===== config.mk =====
export PLATFORM = sky130hd
export DESIGN_NAME = crossfade_ramp
export DESIGN_NICKNAME = d
export VERILOG_FILES = /design/src/rtl/crossfade_pkg.sv /design/src/rtl/crossfade_ramp_sample_divider.sv /design/src/rtl/crossfade_ramp.sv
export SDC_FILE = /design/constraint.sdc
export NUM_CORES = 1
export LEC_CHECK = 0
export CORE_MARGIN = 4
export CORE_UTILIZATION = 50
export DETAILED_ROUTE_END_ITERATION = 10
export PLACE_DENSITY = 0.78
export SETUP_SLACK_MARGIN = 0.1
export SLEW_MARGIN = 20
export SYNTH_ARGS = -nofsm -noshare
export SYNTH_HDL_FRONTEND = slang
export SYNTH_SLANG_ARGS = --single-unit

===== constraint.sdc =====
create_clock -name clk_i -period 8.3 [get_ports clk_i]
set_clock_uncertainty 0.05 [all_clocks]
set_input_delay 1.66 -clock clk_i [delete_from_list [all_inputs] [get_ports clk_i]]
set_output_delay 1.66 -clock clk_i [all_outputs]
set_load 0.05 [all_outputs]

===== src/rtl/crossfade_pkg.sv =====
// Shared types and saturating step helpers for the crossfade level ramp.
package crossfade_pkg;

  localparam int unsigned LEVEL_W = 8;
  localparam logic [LEVEL_W-1:0] LEVEL_MIN = 8'd0;
  localparam logic [LEVEL_W-1:0] LEVEL_MAX = 8'd255;

  typedef logic [1:0] state_t;
  localparam state_t StIdle = 2'd0;
  localparam state_t StUp   = 2'd1;
  localparam state_t StDown = 2'd2;

  // Step toward a higher target, clamping at the target (9-bit sum cannot wrap).
  function automatic logic [LEVEL_W-1:0] step_up(input logic [LEVEL_W-1:0] lvl,
                                                 input logic [LEVEL_W-1:0] tgt,
                                                 input logic [LEVEL_W-1:0] step);
    logic [LEVEL_W:0] sum;
    sum = {1'b0, lvl} + {1'b0, step};
    return (sum >= {1'b0, tgt}) ? tgt : sum[LEVEL_W-1:0];
  endfunction

  // Step toward a lower target; a borrow out means we passed zero, so clamp.
  function automatic logic [LEVEL_W-1:0] step_down(input logic [LEVEL_W-1:0] lvl,
                                                   input logic [LEVEL_W-1:0] tgt,
                                                   input logic [LEVEL_W-1:0] step);
    logic [LEVEL_W:0] diff;
    diff = {1'b0, lvl} - {1'b0, step};
    return (diff[LEVEL_W] || (diff[LEVEL_W-1:0] <= tgt)) ? tgt : diff[LEVEL_W-1:0];
  endfunction

endpackage


===== src/rtl/crossfade_ramp_sample_divider.sv =====
// Divides a sample strobe by (rate_i + 1), emitting a one-cycle step enable.
module sample_divider #(
  parameter int unsigned RateW = 4
) (
  input  logic             clk_i,
  input  logic             rst_i,
  input  logic             tick_i,
  input  logic             clear_i,
  input  logic [RateW-1:0] rate_i,
  output logic             step_o
);

  logic [RateW-1:0] cnt_q, cnt_d;
  logic             wrap;

  assign wrap   = (cnt_q == rate_i);
  // Clear has priority so a restart never produces a stale step.
  assign step_o = tick_i & ~clear_i & wrap;

  always_comb begin
    cnt_d = cnt_q;
    if (clear_i) begin
      cnt_d = '0;
    end else if (tick_i) begin
      cnt_d = wrap ? '0 : cnt_q + 1'b1;
    end
  end

  always_ff @(posedge clk_i or posedge rst_i) begin
    if (rst_i) begin
      cnt_q <= '0;
    end else begin
      cnt_q <= cnt_d;
    end
  end

endmodule


===== src/rtl/crossfade_ramp.sv =====
// Turns abrupt crossfader level requests into a sample-paced saturating ramp.
module crossfade_ramp
  import crossfade_pkg::*;
#(
  parameter int unsigned STEP        = 1,
  parameter int unsigned RATE_W      = 4,
  parameter int unsigned RESET_LEVEL = 0
) (
  input  logic               clk_i,
  input  logic               rst_i,
  input  logic               sample_tick_i,
  input  logic [LEVEL_W-1:0] target_i,
  input  logic               target_valid_i,
  input  logic [RATE_W-1:0]  rate_i,
  output logic [LEVEL_W-1:0] level_o,
  output logic               busy_o,
  output logic               done_o
);

  localparam logic [LEVEL_W-1:0] StepC     = LEVEL_W'(STEP);
  localparam logic [LEVEL_W-1:0] ResetLvlC = LEVEL_W'(RESET_LEVEL);

  state_t              state_q, state_d;
  logic [LEVEL_W-1:0]  level_q, level_d;
  logic [LEVEL_W-1:0]  target_q, target_d;
  logic [RATE_W-1:0]   rate_q, rate_d;
  logic                busy_q, busy_d;
  logic                done_q, done_d;
  logic                div_clear;
  logic                div_tick;
  logic                step_en;

  // Ticks are only counted while a ramp is active.
  assign div_tick = sample_tick_i & (state_q != StIdle);

  sample_divider #(
    .RateW (RATE_W)
  ) u_div (
    .clk_i   (clk_i),
    .rst_i   (rst_i),
    .tick_i  (div_tick),
    .clear_i (div_clear),
    .rate_i  (rate_q),
    .step_o  (step_en)
  );

  always_comb begin
    state_d   = state_q;
    level_d   = level_q;
    target_d  = target_q;
    rate_d    = rate_q;
    done_d    = 1'b0;
    div_clear = 1'b0;
    if (target_valid_i) begin
      // A new request always wins over a coincident step.
      target_d  = target_i;
      rate_d    = rate_i;
      div_clear = 1'b1;
      if (target_i > level_q) begin
        state_d = StUp;
      end else if (target_i < level_q) begin
        state_d = StDown;
      end else begin
        state_d = StIdle;
        done_d  = 1'b1;
      end
    end else if (step_en) begin
      case (state_q)
        StUp:    level_d = step_up(level_q, target_q, StepC);
        StDown:  level_d = step_down(level_q, target_q, StepC);
        default: level_d = level_q;
      endcase
      if (level_d == target_q) begin
        state_d = StIdle;
        done_d  = 1'b1;
      end
    end
    busy_d = (state_d != StIdle);
  end

  always_ff @(posedge clk_i or posedge rst_i) begin
    if (rst_i) begin
      state_q  <= StIdle;
      level_q  <= ResetLvlC;
      target_q <= ResetLvlC;
      rate_q   <= '0;
      busy_q   <= 1'b0;
      done_q   <= 1'b0;
    end else begin
      state_q  <= state_d;
      level_q  <= level_d;
      target_q <= target_d;
      rate_q   <= rate_d;
      busy_q   <= busy_d;
      done_q   <= done_d;
    end
  end

  assign level_o = level_q;
  assign busy_o  = busy_q;
  assign done_o  = done_q;

endmodule


==> results of run 1 <==
## routing by layer
metal / vias up / track usage / share of wire
met5: - / 0 / 0
met4: 0 / 0.0963 / 0.025
met3: 24 / 0.0432 / 0.072
met2: 137 / 0.424 / 0.46
met1: 1273 / 0.351 / 0.44
li1: 1226 / - / -
## metrics by stage
step / utilization / cell area, sq um / power, mW
2_1_floorplan: - / 2650 / 0.709
3_3_place_gp: 0.567 / 2920 / 0.889
3_5_place_dp: 0.567 / 2920 / 0.892
4_1_cts: 0.578 / 2970 / 0.979
5_1_grt: 0.578 / 2970 / 1.07
6_report: 0.578 / 2970 / 0.999
## report_power, final
part	switching [mW]	total, mW	internal, mW
Clock	0.0436	0.0862	0.0426
Combinational	0.443	0.679	0.237
Sequential	0.0688	0.233	0.164
Total	0.555	0.999	0.444
## cells by family (layout without fill, tap and decap cells)
logic type,count (synthesis),after routing,synth area share
and+or+nand+nor,109,109,0.211
AOI/OAI and AO/OA,93,93,0.227
buffers and inverters,42,56,0.0665
adders and majority gates,29,29,0.137
DFF,28,28,0.264
xor gates and xnor gates,19,19,0.0656
muxes,7,7,0.0292
## critical path: stages
cell             delay, ns
clkdlybuf4s50_1       0.88
nor3b_2               0.45
and2b_1               0.23
o211ai_1              0.12
a311o_1               0.29
nor4_1                0.29
o2111ai_1             0.16
nor4_2                0.48
a311oi_1              0.08
## cell type report
| type | count | area, sq um |
|---|---|---|
| tap | 70 | 87.6 |
| fill | 502 | 2170 |
| inverter | 27 | 101 |
| clock buffer | 4 | 55.1 |
| multi-input combinational | 257 | 1780 |
| sequential | 28 | 701 |
| timing repair buffer | 25 | 250 |
## state kept, by name (all words and copies together) (netlist names)
| register | count |
|---|---|
| level_o | 8 |
| target_q | 8 |
| rate_q | 4 |
| u_div.cnt_q | 4 |
| state_q | 2 |
| busy_o | 1 |
| done_o | 1 |
## placed cells by master, fill, tap and decap left out, drive strengths merged, types with 3 or more instances in the layout
master / netlist / layout
ha: 29 / 29
xor2: 3 / 3
a221oi: 4 / 4
dfrtp: 28 / 28
a32oi: 3 / 3
clkdlybuf4s50: 0 / 25
nand4: 7 / 7
mux2: 6 / 6
nor4: 7 / 7
and3: 3 / 3
nand2: 31 / 31
xnor2: 16 / 16
clkbuf: 7 / 4
o21ai: 31 / 31
nand3: 14 / 14
nor3: 9 / 9
nor2b: 5 / 5
inv: 27 / 27
nor2: 23 / 23
o211ai: 9 / 9
a21oi: 20 / 20
o22ai: 5 / 5
## worst min path at each step
stage / from / end / slack (ns) / cells after the start
after floorplan: u_div.cnt_q[2]$_DFFE_PP0P_ / u_div.cnt_q[2]$_DFFE_PP0P_ / 0.44 / 1
after global routing: rate_q[0]$_DFFE_PP0P_ / rate_q[0]$_DFFE_PP0P_ / 0.52 / 1
after detailed placement: rate_q[0]$_DFFE_PP0P_ / rate_q[0]$_DFFE_PP0P_ / 0.47 / 1
after global placement: rate_q[0]$_DFFE_PP0P_ / rate_q[0]$_DFFE_PP0P_ / 0.47 / 1
after CTS: rate_q[0]$_DFFE_PP0P_ / rate_q[0]$_DFFE_PP0P_ / 0.50 / 1
final: rate_q[0]$_DFFE_PP0P_ / rate_q[0]$_DFFE_PP0P_ / 0.49 / 1
==> results.sh, run 1 <==
export IMPL_diodes=0
export IMPL_clkTransAtPathRegs_ns=0.09
export IMPL_drive_above_1_share=0.0616
export IMPL_instances_no_fill=411
export IMPL_critPathLaunchType="input port"
export IMPL_vias=2660
export IMPL_core_area_sq_um=5140
export IMPL_synth_warnings=0
export IMPL_die_area_sq_um=6530
export IMPL_grt_max_degree=29
export IMPL_critical_path_class="in2reg"
export IMPL_antenna_found_initial=0
export IMPL_grt_pass1_wl_microns=13200
export IMPL_synth_cell_types=53
export IMPL_worst_slew_pin_slew_ns=0.896
export IMPL_initial_utilization=0.516
export IMPL_die_width_microns=80.8
export IMPL_synthArstFlopShare=1.00
export IMPL_arrival_ns=4.64
export IMPL_fin_ws_ns=3.72
export IMPL_track_usage=0.262
export IMPL_ctsHoldBuffers=0
export IMPL_relSlewSlack=0.401
export IMPL_r2r_start="level_o[0]$_DFFE_PP0P_"
export IMPL_yosys_area_top_type_share=0.264
export IMPL_status="complete, no violations"
export IMPL_wl_per_cell_microns=19.5
export IMPL_crit_start="target_valid_i"
export IMPL_rsz0062_at_grt="false"
export IMPL_synth_edf_count=0
export IMPL_crit_end="busy_o$_DFF_PP0_"
export IMPL_fmax_mhz=219
export IMPL_vias_per_cell=6.47
export IMPL_power_leakage_nw=1.22
export IMPL_cts_buffers=3
export IMPL_synthTopCellsByArea="dfrtp_1, ha_1, o21ai_0"
export IMPL_syn_inst=327
export IMPL_r2r_end="busy_o$_DFF_PP0_"
export IMPL_cts_resized=0
export IMPL_yosysSeqAreaShare=0.264
export IMPL_worst_ep_required_time_ns=8.36
export IMPL_powerDensity_nw_per_um2=336
export IMPL_first_pass_iters=5
export IMPL_cts_sinks=28
export IMPL_globalplace_congestion=1.02
export IMPL_cts_max_path_buffers=2
export IMPL_cts_tree="done"
export IMPL_grt_overflow_total=0
export IMPL_finalSetupViolations=0
export IMPL_nets=387
export IMPL_end_kind="flip-flop"
export IMPL_cp_max_fo=27
export IMPL_hold_ws_ns=0.494
export IMPL_rows=26
export IMPL_synth_seq_cells=28
export IMPL_reg2reg_depth=14
export IMPL_hpwl_microns=6230
export IMPL_synth_top_area_cell="dfrtp_1"
export IMPL_drv_cap=0
export IMPL_setup_tns_ns=0
export IMPL_numPortBuffers=25
export IMPL_ioPinCount=26
export IMPL_synthFlopType="dfrtp_1"
export IMPL_drv_slew=0
export IMPL_vdd_drop_max_v=0.000171
export IMPL_syn_num_nets=372
export IMPL_synth_most_common_cell="nand2_1"
export IMPL_wl_microns=8020
export IMPL_die_height_microns=80.8
export IMPL_ant_nets=0
export IMPL_timing_final_hold_violations=0
export IMPL_dp_slack_ns=3.44
export IMPL_clk_latency_ns=0.28
export IMPL_ctsHtreeMaxLevel=1
export IMPL_placed_cells=407
export IMPL_area_delta_synth_final_pct=12.0
export IMPL_post_route_min_period_ns=4.58
export IMPL_drc=0
export IMPL_drt_iter0_drc=335
export IMPL_root_buffer="clkbuf_8"
export IMPL_syn_area_sq_um=2650
export IMPL_postSynthAreaPerCell_sq_um=8.11
export IMPL_fin_crit_sh=0.551
export IMPL_cts_setup_buffers=0
export IMPL_hold_class="reg2reg"
export IMPL_r2r_setup_slack_ns=4.03
export IMPL_synth_common_cells="nand2_1, o21ai_0, ha_1, dfrtp_1, inv_1"
export IMPL_grt_pass1_vias=2634
Power figures use the tool's default switching activity.
==> inputs of run 2 (changes only) <==
--- a/config.mk
+++ b/config.mk
@@ -8,7 +8,7 @@
 export CORE_MARGIN = 4
 export CORE_UTILIZATION = 50
 export DETAILED_ROUTE_END_ITERATION = 10
-export PLACE_DENSITY = 0.78
+export PLACE_DENSITY = 0.81
 export SETUP_SLACK_MARGIN = 0.1
 export SLEW_MARGIN = 20
 export SYNTH_ARGS = -nofsm -noshare
==> constraint.sdc (replaced) <==
create_clock -name clk_i -period 4 [get_ports clk_i]
set_clock_uncertainty 0.05 [all_clocks]
set_input_delay 0.8 -clock clk_i [delete_from_list [all_inputs] [get_ports clk_i]]
set_output_delay 0.8 -clock clk_i [all_outputs]
set_load 0.05 [all_outputs]
==> results.sh, run 2 (synthesis gave the netlist of run 1 again) <==
export IMPL_status="complete, no violations"
export IMPL_critPathLaunchType="flip-flop"
export IMPL_vias=2736
export IMPL_power_leakage_nw=1.30
export IMPL_die_height_microns=80.8
export IMPL_ctsHoldBuffers=0
export IMPL_ant_nets=0
export IMPL_vdd_drop_max_v=0.000499
export IMPL_timing_final_hold_violations=0
export IMPL_slowest_stage="dfrtp_2"
export IMPL_drv_slew=0
export IMPL_nets=398
export IMPL_r2r_setup_slack_ns=0.30
export IMPL_track_usage=0.258
export IMPL_clkTransAtPathRegs_ns=0.10
export IMPL_fmax_mhz=270
export IMPL_root_buffer="clkbuf_8"
export IMPL_crit_buf_inv=0
export IMPL_cts_tree="done"
export IMPL_critical_path_class="reg2reg"
export IMPL_worst_slew_pin_slew_ns=0.592
export IMPL_core_area_sq_um=5140
export IMPL_min_path_cells=1
export IMPL_first_pass_iters=7
export IMPL_post_route_min_period_ns=3.70
export IMPL_nFillCells=494
export IMPL_cp_max_fo=8
export IMPL_initial_utilization=0.516
export IMPL_grt_max_degree=29
export IMPL_hpwl_microns=6390
export IMPL_drc=0
export IMPL_ff_latch_area_sq_um=703
export IMPL_cts_setup_buffers=0
export IMPL_wl_microns=8180
export IMPL_antenna_found_initial=0
export IMPL_crit_family="simple AND/OR/NAND/NOR gates"
export IMPL_ioPinCount=26
export IMPL_powerDensity_nw_per_um2=720
export IMPL_finalSetupViolations=0
export IMPL_hold_class="reg2reg"
export IMPL_clk_latency_ns=0.28
export IMPL_die_area_sq_um=6530
export IMPL_drive_above_1_share=0.114
export IMPL_placed_cells=418
export IMPL_critPathMaxStageDelay_ns=0.47
export IMPL_grt_pass1_vias=2585
export IMPL_die_width_microns=80.8
export IMPL_rows=26
export IMPL_crit_chain="ha_1 > and3_4 > nand3_1 > xnor2_2 > ha_1 > nand3_1 > a211o_1 > and2_2 > a311o_1 > nor4_1 > o2111ai_1 > nor4_4 > nor2b_1"
export IMPL_worst_ep_required_time_ns=4.11
export IMPL_rsz0062_at_grt="false"
export IMPL_setup_tns_ns=0
export IMPL_holdCritStartpoint="rate_q[1]$_DFFE_PP0P_"
export IMPL_r2r_start="level_o[0]$_DFFE_PP0P_"
export IMPL_cts_sinks=28
export IMPL_most_common_layout_cells="nand2_1, ha_1, o21ai_0, dfrtp_1, clkdlybuf4s50_1"
export IMPL_drv_cap=0
export IMPL_reg2reg_depth=13
export IMPL_area_delta_synth_final_pct=17.7
export IMPL_multi_input_area_sq_um=1830
export IMPL_wl_per_cell_microns=19.4
export IMPL_instances_no_fill=422
export IMPL_numPortBuffers=25
export IMPL_diodes=0
export IMPL_cts_buffers=3
export IMPL_r2r_end="state_q[0]$_DFF_PP0_"
export IMPL_grt_pass1_wl_microns=12900
export IMPL_fin_ws_ns=0.299
export IMPL_dp_slack_ns=0.0511
export IMPL_holdPathEnd="rate_q[1]$_DFFE_PP0P_"
export IMPL_globalplace_congestion=1.05
export IMPL_cts_max_path_buffers=2
export IMPL_relSlewSlack=0.605
export IMPL_fin_crit_sh=0.925
export IMPL_vias_per_cell=6.48
export IMPL_hold_ws_ns=0.494
export IMPL_ctsHtreeMaxLevel=1
export IMPL_grt_overflow_total=0
export IMPL_end_kind="flip-flop"
export IMPL_drt_iter0_drc=372
export IMPL_arrival_ns=3.81
-- run 2: cell types whose count changed in the layout (fill, tap and decap cells not counted), moves of 2 or more --
cell / previous run / this run
nor4_2: 2 / 0
buf_4: 0 / 11
dfrtp_2: 0 / 2
nor4_4: 0 / 2
o21ai_0: 30 / 28
dfrtp_1: 28 / 26
nand2_2: 0 / 2
o21ai_1: 1 / 3
nand2_1: 31 / 29
-- run 2: cell type report --
class	instances	area share
Sequential cell	28	0.225
Inverter	27	0.0325
Multi-Input combinational cell	257	0.585
Clock buffer	3	0.0132
Timing Repair Buffer	36	0.107
Clock inverter	1	0.00962
Tap cell	70	0.0281
-- run 2: timing repair --
| item | CTS | global route |
|---|---|---|
| gates resized for setup | 1 | 12 |
| endpoints found under the setup margin | 4 | 9 |
| pin swaps | 0 | 1 |
-- run 2: through the flow --
stage                      util  area (sq um)  power, mW
after floorplan               -          2650       1.47
after global placement    0.583          3000       1.91
after detailed placement  0.583          3000       1.91
after CTS                 0.599          3080       2.14
after global routing      0.607          3120       2.39
final                     0.607          3120       2.25
-- run 2: metal layers --
metal,vias up,GRT usage,share of wire
met5,-,0,0
met4,0,0.117,0.050
met3,48,0.0565,0.092
met2,185,0.411,0.45
met1,1254,0.334,0.41
li1,1249,-,-
-- run 2: worst max path at each step --
| stage | to | depth (start not counted) | from |
|---|---|---|---|
| floorplan | busy_o$_DFF_PP0_ | 13 | level_o[1]$_DFFE_PP0P_ |
| global placement | state_q[1]$_DFF_PP0_ | 14 | level_o[0]$_DFFE_PP0P_ |
| detailed placement | state_q[0]$_DFF_PP0_ | 14 | level_o[0]$_DFFE_PP0P_ |
| CTS | state_q[0]$_DFF_PP0_ | 13 | level_o[0]$_DFFE_PP0P_ |
| global route | busy_o$_DFF_PP0_ | 14 | level_o[0]$_DFFE_PP0P_ |
| finish | state_q[0]$_DFF_PP0_ | 13 | level_o[0]$_DFFE_PP0P_ |
-- run 2: power breakdown --
group | total, mW | leakage, nW | switching, mW | internal, mW
clock network | 0.231 | 0.0357 | 0.0968 | 0.134
registers | 0.435 | 0.341 | 0.0923 | 0.343
logic | 1.58 | 0.922 | 1.01 | 0.569
total | 2.25 | 1.30 | 1.20 | 1.05
==> inputs of run 3 (changes only) <==
--- a/config.mk
+++ b/config.mk
@@ -10,7 +10,7 @@
 export DETAILED_ROUTE_END_ITERATION = 10
 export PLACE_DENSITY = 0.81
 export SETUP_SLACK_MARGIN = 0.1
-export SLEW_MARGIN = 20
+export SLEW_MARGIN = 15
 export SYNTH_ARGS = -nofsm -noshare
 export SYNTH_HDL_FRONTEND = slang
 export SYNTH_SLANG_ARGS = --single-unit
==> results.sh, run 3 (synthesis gave the netlist of run 1 again) <==
export IMPL_status="complete, no violations"
export IMPL_slowest_stage="dfrtp_2"
export IMPL_vias=2736
export IMPL_powerDensity_nw_per_um2=720
export IMPL_first_pass_iters=7
export IMPL_post_dp_cell_area_sq_um=3000
export IMPL_ioPinCount=26
export IMPL_ctsHoldBuffers=0
export IMPL_diodes=0
export IMPL_core_area_sq_um=5140
export IMPL_cts_tree="done"
export IMPL_track_usage=0.258
export IMPL_numPortBuffers=25
export IMPL_die_width_microns=80.8
export IMPL_worst_ep_required_time_ns=4.11
export IMPL_relSlewSlack=0.318
export IMPL_fin_crit_sh=0.925
export IMPL_cts_max_path_buffers=2
export IMPL_critPathMaxStageDelay_ns=0.47
export IMPL_cts_sinks=28
export IMPL_most_common_layout_cells="nand2_1, ha_1, o21ai_0, dfrtp_1, clkdlybuf4s50_1"
export IMPL_placed_cells=418
export IMPL_fin_total_pwr_mw=2.25
export IMPL_drc=0
export IMPL_post_route_min_period_ns=3.70
export IMPL_worst_slew_pin_slew_ns=1.02
export IMPL_nets=398
export IMPL_grt_overflow_total=0
export IMPL_crit_family="simple AND/OR/NAND/NOR gates"
export IMPL_clkTransAtPathRegs_ns=0.10
export IMPL_end_kind="flip-flop"
export IMPL_r2r_setup_slack_ns=0.30
export IMPL_cp_max_fo=8
export IMPL_cts_buffers=3
export IMPL_finalSetupViolations=0
export IMPL_drive_above_1_share=0.111
export IMPL_timing_final_hold_violations=0
export IMPL_area_delta_synth_final_pct=17.7
export IMPL_die_height_microns=80.8
export IMPL_rsz0062_at_grt="false"
export IMPL_cts_setup_buffers=0
export IMPL_die_area_sq_um=6530
export IMPL_drv_slew=0
export IMPL_crit_chain="ha_1 > and3_4 > nand3_1 > xnor2_2 > ha_1 > nand3_1 > a211o_1 > and2_2 > a311o_1 > nor4_1 > o2111ai_1 > nor4_4 > nor2b_1"
export IMPL_drt_iter0_drc=372
export IMPL_antenna_found_initial=0
export IMPL_vias_per_cell=6.48
export IMPL_ant_nets=0
export IMPL_grt_pass1_wl_microns=12900
export IMPL_setup_tns_ns=0
export IMPL_final_area_sq_um=3120
export IMPL_globalplace_congestion=1.05
export IMPL_grt_pass1_vias=2585
export IMPL_ff_latch_area_sq_um=703
export IMPL_wl_microns=8180
export IMPL_vdd_drop_max_v=0.000499
export IMPL_crit_buf_inv=0
export IMPL_instances_no_fill=422
export IMPL_hold_class="reg2reg"
export IMPL_grt_max_degree=29
export IMPL_initial_utilization=0.516
export IMPL_power_leakage_nw=1.30
export IMPL_fmax_mhz=270
export IMPL_root_buffer="clkbuf_8"
export IMPL_critPathLaunchType="flip-flop"
export IMPL_rows=26
export IMPL_nFillCells=494
export IMPL_drv_cap=0
export IMPL_hpwl_microns=6390
export IMPL_ctsHtreeMaxLevel=1
export IMPL_critical_path_class="reg2reg"
export IMPL_clk_latency_ns=0.28
export IMPL_multi_input_area_sq_um=1830
export IMPL_arrival_ns=3.81
export IMPL_wl_per_cell_microns=19.4
-- run 3: final timing paths --
path                                            to              startpoint  cells past startpoint
max                           state_q[0]$_DFF_PP0_  level_o[0]$_DFFE_PP0P_                     13
min                          rate_q[1]$_DFFE_PP0P_   rate_q[1]$_DFFE_PP0P_                      1
max reg2reg                   state_q[0]$_DFF_PP0_  level_o[0]$_DFFE_PP0P_                     13
min reg2reg                  rate_q[1]$_DFFE_PP0P_   rate_q[1]$_DFFE_PP0P_                      1
max in group asynchronous   level_o[0]$_DFFE_PP0P_                   rst_i                      2
min in group asynchronous  target_q[6]$_DFFE_PP0P_                   rst_i                      2
-- run 3: through the flow --
stage | worst slack, ns | util | hold WS, ns
finish | 0.299 | 0.607 | 0.494
global route | 0.145 | 0.607 | 0.524
CTS | 0.103 | 0.599 | 0.493
detailed placement | 0.0511 | 0.583 | 0.471
global placement | 0.0754 | 0.583 | 0.465
floorplan | 0.354 | - | 0.443
-- run 3: layer usage --
metal | global-route usage | part of all wire | vias up
met4 | 0.117 | 0.050 | 0
li1 | - | - | 1249
met1 | 0.334 | 0.41 | 1254
met5 | 0 | 0 | -
met2 | 0.411 | 0.45 | 185
met3 | 0.0565 | 0.092 | 48
-- run 3: timing repair --
action                                  CTS  global route
resized for setup                         1            12
endpoints found under the setup margin    4             9
pin swaps                                 0             1
-- run 3: layout make-up --
type                       instances  share of cell area
inverter                          27              0.0325
clock buffer                       3              0.0132
clock inverter                     1             0.00962
timing repair buffer              36               0.107
multi-input combinational        257               0.585
tap                               70              0.0281
sequential                        28               0.225
-- run 3: power by group --
| part | switching, mW | leakage, nW | internal [mW] | total, mW |
|---|---|---|---|---|
| sequential | 0.0923 | 0.341 | 0.343 | 0.435 |
| combinational | 1.01 | 0.919 | 0.569 | 1.58 |
| clock | 0.0968 | 0.0357 | 0.134 | 0.231 |
-- run 3: worst register-to-register path, stage by stage, from the launching register on --
cell and delay, ns:
dfrtp_2 0.47, ha_1 0.27, and3_4 0.23, nand3_1 0.17, xnor2_2 0.23, ha_1 0.32, nand3_1 0.10, a211o_1 0.29
and2_2 0.27, a311o_1 0.29, nor4_1 0.31, o2111ai_1 0.21, nor4_4 0.27, nor2b_1 0.11
